### src/rtl/mac_pkg.sv
`default_nettype none
// ============================================================================
//  Module      : mac_pkg
//  Description : Shared types and helpers for the pipelined MAC datapath:
//                pipeline width helpers, saturation limits, stage control.
//  Revision    : 1.0 - initial release
// ============================================================================
package mac_pkg;

    // Widest accumulator the saturation helpers can describe.
    localparam int MAX_ACC_W = 128;

    // Half operand width: each partial product is HALF x HALF bits.
    function automatic int half_w(input int width);
        return width / 2;
    endfunction

    // Full product width before extension to the accumulator.
    function automatic int prod_w(input int width);
        return 2 * width;
    endfunction

    // Largest representable accumulator value in the low w bits.
    function automatic logic [MAX_ACC_W-1:0] sat_max(input logic is_signed, input int w);
        logic [MAX_ACC_W-1:0] r;
        r = '0;
        for (int i = 0; i < MAX_ACC_W; i++) begin
            if ((i < w - 1) || (!is_signed && (i == w - 1))) begin
                r[i] = 1'b1;
            end
        end
        return r;
    endfunction

    // Smallest representable accumulator value in the low w bits.
    function automatic logic [MAX_ACC_W-1:0] sat_min(input logic is_signed, input int w);
        logic [MAX_ACC_W-1:0] r;
        r = '0;
        for (int i = 0; i < MAX_ACC_W; i++) begin
            if (is_signed && (i == w - 1)) begin
                r[i] = 1'b1;
            end
        end
        return r;
    endfunction

    // Control fields travelling alongside the data through each stage.
    typedef struct packed {
        logic valid;
        logic is_signed;
        logic sign;
        logic clr;
    } stage_ctrl_t;

endpackage
`default_nettype wire

### src/rtl/mac_half_mult.sv
`default_nettype none
// ============================================================================
//  Module      : mac_half_mult
//  Description : Unsigned W x W combinational multiplier producing a 2W-bit
//                partial product for the MAC pipeline.
//  Revision    : 1.0 - initial release
// ============================================================================
module mac_half_mult #(
    parameter int W = 8
) (
    input  logic [W-1:0]   a,
    input  logic [W-1:0]   b,
    output logic [2*W-1:0] p
);

    // Zero-extend both operands so the multiply is evaluated at full width.
    assign p = {{W{1'b0}}, a} * {{W{1'b0}}, b};

endmodule
`default_nettype wire

### src/rtl/mac_pipe.sv
`default_nettype none
// ============================================================================
//  Module      : mac_pipe
//  Description : Three-stage pipelined multiply-accumulate with signed/unsigned
//                beats, accumulate/clear control, optional saturation, sticky
//                overflow and a valid/ready handshake with global stall.
//  Revision    : 1.0 - initial release
// ============================================================================
module mac_pipe
    import mac_pkg::*;
#(
    parameter int WIDTH     = 16,
    parameter int ACC_WIDTH = 40,
    parameter int SATURATE  = 1
) (
    input  logic                 clk,
    input  logic                 rst_n,
    input  logic                 in_valid,
    output logic                 in_ready,
    input  logic [WIDTH-1:0]     in_a,
    input  logic [WIDTH-1:0]     in_b,
    input  logic                 in_signed,
    input  logic                 in_clr,
    output logic                 out_valid,
    input  logic                 out_ready,
    output logic [ACC_WIDTH-1:0] out_acc,
    output logic                 out_ovf
);

    localparam int HALF   = half_w(WIDTH);
    localparam int PROD_W = prod_w(WIDTH);

    // Pipeline state
    logic [WIDTH-1:0]     a_mag_d, a_mag_q;
    logic [WIDTH-1:0]     b_mag_d, b_mag_q;
    stage_ctrl_t          ctrl1_d, ctrl1_q;
    logic [2*HALF-1:0]    ll_d, ll_q, hl_d, hl_q, lh_d, lh_q, hh_d, hh_q;
    stage_ctrl_t          ctrl2_d, ctrl2_q;
    logic [ACC_WIDTH-1:0] acc_d, acc_q;
    logic                 ovf_d, ovf_q;
    logic                 out_valid_d, out_valid_q;

    // Stage 3 combinational datapath
    logic                 advance;
    logic [PROD_W-1:0]    mag;
    logic [PROD_W-1:0]    prod;
    logic                 ext_bit;
    logic [ACC_WIDTH-1:0] prod_ext;
    logic [ACC_WIDTH:0]   sum;
    logic                 ovf_now;
    logic [MAX_ACC_W-1:0] sat_hi_full;
    logic [MAX_ACC_W-1:0] sat_lo_full;

    // The whole pipe moves together; the output register is the only stall point.
    assign advance   = !out_valid_q || out_ready;
    assign in_ready  = advance;
    assign out_valid = out_valid_q;
    assign out_acc   = acc_q;
    assign out_ovf   = ovf_q;

    // S1: capture control and convert signed operands to magnitude + sign.
    always_comb begin
        ctrl1_d = ctrl1_q;
        a_mag_d = a_mag_q;
        b_mag_d = b_mag_q;
        if (advance) begin
            ctrl1_d.valid     = in_valid;
            ctrl1_d.is_signed = in_signed;
            ctrl1_d.sign      = in_signed & (in_a[WIDTH-1] ^ in_b[WIDTH-1]);
            ctrl1_d.clr       = in_clr;
            // -2^(WIDTH-1) negates to itself, which reads correctly as an unsigned magnitude.
            a_mag_d = (in_signed && in_a[WIDTH-1]) ? -in_a : in_a;
            b_mag_d = (in_signed && in_b[WIDTH-1]) ? -in_b : in_b;
        end
    end

    mac_half_mult #(.W(HALF)) u_mul_ll (.a(a_mag_q[HALF-1:0]),     .b(b_mag_q[HALF-1:0]),     .p(ll_d));
    mac_half_mult #(.W(HALF)) u_mul_hl (.a(a_mag_q[WIDTH-1:HALF]), .b(b_mag_q[HALF-1:0]),     .p(hl_d));
    mac_half_mult #(.W(HALF)) u_mul_lh (.a(a_mag_q[HALF-1:0]),     .b(b_mag_q[WIDTH-1:HALF]), .p(lh_d));
    mac_half_mult #(.W(HALF)) u_mul_hh (.a(a_mag_q[WIDTH-1:HALF]), .b(b_mag_q[WIDTH-1:HALF]), .p(hh_d));

    // S2: pass control forward alongside the four partial products.
    always_comb begin
        ctrl2_d = ctrl2_q;
        if (advance) begin
            ctrl2_d = ctrl1_q;
        end
    end

    // S3 combine: recombine partial products and apply the sign.
    always_comb begin
        mag = PROD_W'(ll_q)
            + (PROD_W'(hl_q) << HALF)
            + (PROD_W'(lh_q) << HALF)
            + (PROD_W'(hh_q) << (2 * HALF));
        prod    = ctrl2_q.sign ? -mag : mag;
        ext_bit = ctrl2_q.is_signed & prod[PROD_W-1];
    end

    // Signed beats sign-extend the product, unsigned beats zero-extend it.
    generate
        if (ACC_WIDTH > PROD_W) begin : g_ext_pad
            assign prod_ext = {{(ACC_WIDTH-PROD_W){ext_bit}}, prod};
        end else begin : g_ext_none
            assign prod_ext = prod;
        end
    endgenerate

    // S3 accumulate: add, detect overflow in the beat's own mode, clamp or wrap.
    always_comb begin
        sum         = {1'b0, acc_q} + {1'b0, prod_ext};
        sat_hi_full = sat_max(ctrl2_q.is_signed, ACC_WIDTH);
        sat_lo_full = sat_min(ctrl2_q.is_signed, ACC_WIDTH);
        if (ctrl2_q.is_signed) begin
            ovf_now = (acc_q[ACC_WIDTH-1] == prod_ext[ACC_WIDTH-1])
                   && (sum[ACC_WIDTH-1] != acc_q[ACC_WIDTH-1]);
        end else begin
            ovf_now = sum[ACC_WIDTH];
        end

        acc_d       = acc_q;
        ovf_d       = ovf_q;
        out_valid_d = out_valid_q;
        if (advance) begin
            out_valid_d = ctrl2_q.valid;
            if (ctrl2_q.valid) begin
                if (ctrl2_q.clr) begin
                    acc_d = prod_ext;
                    ovf_d = 1'b0;
                end else begin
                    ovf_d = ovf_q | ovf_now;
                    if (ovf_now && (SATURATE != 0)) begin
                        // Signed overflow only happens with equal-sign addends, so
                        // the accumulator's sign tells which rail was crossed.
                        if (ctrl2_q.is_signed && acc_q[ACC_WIDTH-1]) begin
                            acc_d = sat_lo_full[ACC_WIDTH-1:0];
                        end else begin
                            acc_d = sat_hi_full[ACC_WIDTH-1:0];
                        end
                    end else begin
                        acc_d = sum[ACC_WIDTH-1:0];
                    end
                end
            end
        end
    end

    // State registers for all three stages; reset discards every in-flight beat.
    always_ff @(posedge clk or negedge rst_n) begin
        if (!rst_n) begin
            a_mag_q     <= '0;
            b_mag_q     <= '0;
            ctrl1_q     <= '0;
            ll_q        <= '0;
            hl_q        <= '0;
            lh_q        <= '0;
            hh_q        <= '0;
            ctrl2_q     <= '0;
            acc_q       <= '0;
            ovf_q       <= 1'b0;
            out_valid_q <= 1'b0;
        end else begin
            a_mag_q     <= a_mag_d;
            b_mag_q     <= b_mag_d;
            ctrl1_q     <= ctrl1_d;
            ctrl2_q     <= ctrl2_d;
            acc_q       <= acc_d;
            ovf_q       <= ovf_d;
            out_valid_q <= out_valid_d;
            if (advance) begin
                ll_q <= ll_d;
                hl_q <= hl_d;
                lh_q <= lh_d;
                hh_q <= hh_d;
            end
        end
    end

endmodule
`default_nettype wire

### config.mk
export PLATFORM = sky130hd
export DESIGN_NAME = mac_pipe
export DESIGN_NICKNAME = d
export VERILOG_FILES = /design/src/rtl/mac_pkg.sv /design/src/rtl/mac_half_mult.sv /design/src/rtl/mac_pipe.sv
export SDC_FILE = /design/constraint.sdc
export NUM_CORES = 1
export LEC_CHECK = 0
export ABC_AREA = 1
export CAP_MARGIN = 25
export CORE_AREA = 2 2 300 183
export CTS_BUF_LIST = sky130_fd_sc_hd__clkbuf_4
export DETAILED_ROUTE_END_ITERATION = 7
export DIE_AREA = 0 0 302 185
export PLACE_DENSITY = 0.62
export SLEW_MARGIN = 10
export SYNTH_ARGS = -nofsm -noshare
export SYNTH_HDL_FRONTEND = slang
export SYNTH_HIERARCHICAL = 1
export SYNTH_SLANG_ARGS = --single-unit
### constraint.sdc
create_clock -name clk -period 17.15 [get_ports clk]
set_input_delay 3.43 -clock clk [delete_from_list [all_inputs] [get_ports clk]]
set_output_delay 3.43 -clock clk [all_outputs]
set_load 0.005 [all_outputs]
==> results of run 1 <==
through the flow:
step / util (%) / area, sq um / hold slack [ns] / setup WS [ns] / std cells
global placement: 42.0 / 22400 / 0.475 / 8.89 / 3861
finish: 42.6 / 22800 / 0.508 / 8.90 / 3898
detailed placement: 42.0 / 22400 / 0.481 / 8.90 / 3861
CTS: 42.5 / 22700 / 0.512 / 8.89 / 3893
global route: 42.6 / 22800 / 0.545 / 8.81 / 3898
floorplan: - / 21100 / 0.432 / 9.42 / 3170
synth_stat cells (5+ instances only):
master / number / area, sq um
nand2_2: 35 / 219
nand3_1: 138 / 691
fa_1: 162 / 3240
nand2_1: 1068 / 4010
inv_1: 667 / 2500
inv_2: 20 / 75.1
ha_1: 197 / 2460
nor2_1: 134 / 503
nor4_1: 8 / 50.1
a31oi_1: 10 / 62.6
nor2_2: 12 / 75.1
xnor2_1: 37 / 324
buf_2: 6 / 30.0
dfrtp_1: 146 / 3650
a21oi_1: 88 / 440
clkbuf_1: 103 / 387
nand4_1: 36 / 225
nor3_1: 20 / 100
xor2_1: 81 / 709
nand3_2: 19 / 190
o21ai_0: 104 / 521
o21bai_1: 29 / 218
buf_6: 6 / 67.6
o21a_1: 5 / 37.5
cell type report:
class	count	area share, %
clock inverters	14	0.571
well taps	714	3.92
clock buffers	18	0.593
multi-input cells	2216	63.0
diodes	1	0.0110
inverters	689	11.4
flip-flops and latches	146	16.0
repair buffers	100	4.46
sequential cells by signal (all words and copies together), names as in the netlist:
signal	cells
hh_q	16
ll_q	16
out_ovf	1
b_mag_q	16
ctrl1_q	4
a_mag_q	16
ctrl2_q	4
lh_q	16
out_valid	1
hl_q	16
out_acc	40
worst max-delay path by stage:
stage	start	to	slack, ns	cells after the start
4_1_cts	out_ready	in_ready	8.89	4
6_report	out_ready	in_ready	8.90	4
3_3_place_gp	out_ready	in_ready	8.89	4
3_5_place_dp	out_ready	in_ready	8.90	4
2_1_floorplan	out_ready	in_ready	9.42	4
5_1_grt	out_ready	in_ready	8.81	4
critical path, stage by stage:
cell             delay [ns]
clkdlybuf4s50_1        0.44
nor2_4                 0.15
clkinv_2               0.26
clkdlybuf4s50_1        0.54
cells in the final DEF, fill, tap and decap left out, drive strengths merged, types with 8 or more instances in the layout:
master	instances
ha	197
clkdlybuf4s50	79
dfrtp	146
buf	21
inv	692
o21bai	29
nor2	147
a21oi	88
fa	162
nor4	8
xor2	82
clkbuf	18
nand2	1105
nand3	157
xnor2	37
nor3	20
nand4	36
a31oi	10
o21ai	107
cell families after synthesis:
family,after synthesis,synth area share [%]
AND/OR/NAND/NOR,1485,29.3
buffers and inverters,808,14.7
adder cells (fa/ha/maj),359,27.1
AO/OA/AOI/OAI,253,6.65
flip-flops,146,17.3
XOR/XNOR,119,4.98
routing by layer:
layer | routed length (microns) | up-vias | global-route usage, %
met4 | 557 | 0 | 3.88
met5 | 0 | - | 0
met1 | 29400 | 8559 | 32.4
li1 | - | 9548 | -
met3 | 2810 | 28 | 2.66
met2 | 21900 | 389 | 30.7
==> impl_results.md, run 1 <==
* Critical Path Source Type: primary input
* Ys Warns at 6
* EDFF count, synth at 0
* Core Box Area at 53,400 sq um
* Antenna violations before repair at 1
* Syn nets at 3,567
* Max Transition Viols Final at 0
* Via density at 4.75
* DRC Markers at 0
* Postcts setup bufs at 0
* Main synth FF type: dfrtp_1
* Via Count at 18,500
* Final TNS setup at 0 ns
* Post-synthesis cell type count at 45
* Post-route minimum period at 8.25 ns
* IO Port Bufs at 80
* Average cell area after synthesis at 6.66 sq um
* Fin crit share at 48.1%
* Outcome: complete, no violations
* Max_slew headroom at 32.5%
* CTS tree: yes
* Fmax at 121 MHz
* Crit Reg-Reg Startpoint: ll_q[9]$_DFFE_PN0N_
* Hold_sp: a_mag_q[11]$_DFFE_PN0N_
* Antenna Nets Post-Route at 0
* Post-synthesis cell count at 3,170
* Total CTS buffers at 17
* Worst-Margin Slew at 1.01 ns
* Die width at 302 microns
* CTS max path bufs at 2
* CP Capture Type: output port
* Rows at 66
* Hold Violations, Final at 0
* Hold Path Stages at 2
* Post-DP HPWL at 42,300 microns
* Worst Path Arrival at 4.82 ns
* Setup repair after global routing missed its margin: false
* Worst-path fanout max at 19
* Post-layout nets at 3,567
* Skew final at 0.0298 ns
* GRT Overall Usage at 20.8%
* CP Class: primary input to output port
* FF-to-FF End: out_acc[29]$_DFFE_PN0P_
* Clk Tree Root Cell: clkbuf_4
* First-pass DRT Iterations at 5
* Hold/Removal Path Class: register to register
* Die height at 185 microns
* Critical Path RT at 13.72 ns
* Max-cap violations at 0
* Seq/Total Area, Yosys at 17.3%
* First-pass GRT wire length at 93,800 microns
* R2R setup slack at 9.91 ns
* Multi-input logic area at 14,400 sq um
* Global route overflow at 0
* Flops & latches, synth at 146
* Clk_lat worst skew at 0.67 ns
* Largest net degree at the start of global routing at 105
* Wire per inst at 14.0 microns
* H-tree depth at 4
* Final setup fails at 0
* Worst min-delay path endpoint: a_mag_q[11]$_DFFE_PN0N_
* I/O pin cnt at 81
* Routability cong. at 0.871
* CTS Hold Bufs at 0
* Layout area overhead at 8.00%
* Worst-path clk slew at 0.14 ns
* Clock sink total at 146
* Syn Std Cell Area at 21,100 sq um
* Initial Util at 39.5%
* Reg2Reg Depth at 34
* DIE AREA at 55,900 sq um
* CTS resizes at 0
* Storage cell area at 3650 sq um
* Post-synth ARST share at 100%
* Initial DRC Count at 1,319
* Total length of routed wires at 54,600 microns
* Layout cell share with drive strength beyond 1 at 4.62%
* Fillers at 5,596
* Number of global-route vias before repair at 18,100
Power of run 1 is not shown: default switching activity piles up to over one toggle a cycle in this logic, so the estimate is an artifact.
==> run 2, diff against run 1 <==
==> constraint.sdc (replaced) <==
create_clock -name clk -period 7.9 [get_ports clk]
set_input_delay 1.58 -clock clk [delete_from_list [all_inputs] [get_ports clk]]
set_output_delay 1.58 -clock clk [all_outputs]
set_load 0.005 [all_outputs]
==> run 2 against run 1 <==
  * Cell count increased by 0.10%
  * Wire length increased by 1.0%
  * Non-clock buffer count increased by 3
  * Flip-flop and latch count unchanged
  * Critical path depth increased by 29
  * Global-route usage increased by 0.16 points
  * Register-to-register slack got worse by 9.1 ns
  * Clock skew increased by 0.0045 ns
==> impl_results.md, run 2 (synthesized netlist as in run 1, its figures left out) <==
* First-pass DRT Iterations at 6 (+1)
* Max_slew headroom at 35.0% (+2.5 points)
* CP dominant cell by count: nand2_1
* Clk_lat worst skew at 0.65 ns (-0.02 ns)
* H-tree depth at 4 (unchanged)
* Via Count at 18,500 (-0.21%)
* Worst-Margin Slew at 0.975 ns (-0.0335 ns)
* Via density at 4.74 (-0.31%)
* Outcome: complete, no violations
* WL met2 at 22,000 microns (+0.89%)
* Skew final at 0.0342 ns (+0.00446 ns)
* Post-route minimum period at 7.13 ns
* I/O pin cnt at 81 (unchanged)
* Rows at 66 (unchanged)
* CP max stage cell: fa_1
* Worst-path fanout max at 23 (+4)
* Routability cong. at 0.891 (+2.3%)
* Clock sink total at 146 (unchanged)
* CTS tree: yes
* Fin crit share at 90.2%
* Worst Path Arrival at 7.66 ns (+2.84 ns)
* Die width at 302 microns (unchanged)
* Fillers at 5,581 (-0.27%)
* Total length of routed wires at 55,100 microns (+1.0%)
* Global route overflow at 0 (unchanged)
* Critical Path Source Type: register
* Initial Util at 39.5% (unchanged)
* CP peak stage delay at 0.53 ns (about the same)
* Antenna Nets Post-Route at 0 (unchanged)
* IO Port Bufs at 80 (unchanged)
* Fmax at 140 MHz
* Layout area overhead at 7.82%
* Die height at 185 microns (unchanged)
* Wire length on met3 at 2890 microns (+3.0%)
* Clk Tree Root Cell: clkbuf_4
* Core Box Area at 53,400 sq um (unchanged)
* First-pass GRT wire length at 95,100 microns (+1.4%)
* CTS resizes at 0 (unchanged)
* Max-cap violations at 0 (unchanged)
* Antenna violations before repair at 2 (+1)
* Initial DRC Count at 1,528 (+16%)
* Worst-path clk slew at 0.13 ns (about the same)
* Placed cell count at 3,868 (+0.18%)
* Largest register FFs at 40 (unchanged)
* Largest net degree at the start of global routing at 96 (-8.6%)
* Layout cell share with drive strength beyond 1 at 4.65% (+0.030 points)
* Critical Path RT at 8.43 ns (-5.29 ns)
* Hold Violations, Final at 0 (unchanged)
* DRC Markers at 0 (unchanged)
* Finished Layout Cells at 3,902 (+0.10%)
* Hold/Removal Path Class: register to register
* GRT Overall Usage at 21.0% (+0.16 points)
* CTS Hold Bufs at 0 (unchanged)
* Final TNS setup at 0 ns (unchanged)
* CTS max path bufs at 2 (unchanged)
* Number of global-route vias before repair at 18,100 (+0.094%)
* Final setup fails at 0 (unchanged)
* Postcts setup bufs at 0 (unchanged)
* CP Class: register to register
* Wire per inst at 14.1 microns (+0.89%)
* CP Capture Type: register
* Setup repair after global routing missed its margin: false
* Top sig layer: met4
* Most common cell after layout, fill and taps aside: nand2_1
* Total CTS buffers at 17 (unchanged)
* DIE AREA at 55,900 sq um (unchanged)
* Post-DP HPWL at 43,200 microns (+2.2%)
* Post-layout nets at 3,570 (+0.084%)
* M1 WL at 29,800 microns (+1.5%)
* Max Transition Viols Final at 0 (unchanged)
* Most frequent cells in the layout: 1,068 x nand2_1, 667 x inv_1, 197 x ha_1
-- run 2: cell count changes in the layout (fill, tap and decap cells not counted), sizes merged --
| cell | before | now |
|---|---|---|
| inv | 692 | 689 |
| diode | 1 | 4 |
| clkbuf | 18 | 17 |
| bufinv | 1 | 2 |
| buf | 21 | 24 |
| clkinvlp | 3 | 4 |
-- run 2: path summary, 6_finish.rpt --
check / to / cells past startpoint / start / slack, ns
max in group asynchronous: hh_q[14]$_DFFE_PN0N_ / 2 / rst_n / 5.56
hold reg to reg: a_mag_q[8]$_DFFE_PN0N_ / 2 / a_mag_q[8]$_DFFE_PN0N_ / 0.51
min in group asynchronous: out_acc[4]$_DFFE_PN0P_ / 1 / rst_n / 0.99
setup / recovery: out_acc[29]$_DFFE_PN0P_ / 33 / ll_q[9]$_DFFE_PN0N_ / 0.77
hold / removal: a_mag_q[8]$_DFFE_PN0N_ / 2 / a_mag_q[8]$_DFFE_PN0N_ / 0.51
setup reg to reg: out_acc[29]$_DFFE_PN0P_ / 33 / ll_q[9]$_DFFE_PN0N_ / 0.77
-- run 2: final cells by class --
cell class	count	area, sq um	share of cell area (%)
multi-input combinational	2216	14400	63.1
sequential	146	3650	16.1
inverter	689	2590	11.4
timing repair buffer	103	975	4.29
tap	714	893	3.93
clock inverter	13	139	0.611
clock buffer	17	128	0.561
antenna	4	10.0	0.0440
-- run 2: through the flow --
stage	util, %	worst slack (ns)	area, sq um	hold slack [ns]
floorplan	-	2.34	21100	0.432
global placement	42.1	1.17	22500	0.472
detailed placement	42.1	0.916	22500	0.480
CTS	42.6	0.870	22700	0.512
global route	42.6	0.0824	22700	0.564
finish	42.6	0.775	22700	0.510
-- run 2: metal layers --
layer / up-vias / track usage (%)
met5: - / 0
met3: 26 / 2.78
met1: 8520 / 33.2
li1: 9544 / -
met4: 0 / 2.81
met2: 395 / 30.6
-- run 2: worst max-delay path, delay by kind of cell, from the launching register on --
family	cells	cell delay, ns
AND/OR/NAND/NOR	20	3.58
buffers and inverters	5	0.71
adder cells (fa/ha/maj)	4	1.65
AO/OA/AOI/OAI	2	0.29
flip-flops	1	0.35
XOR/XNOR	2	0.42
Power of run 2 is left out for the same reason.
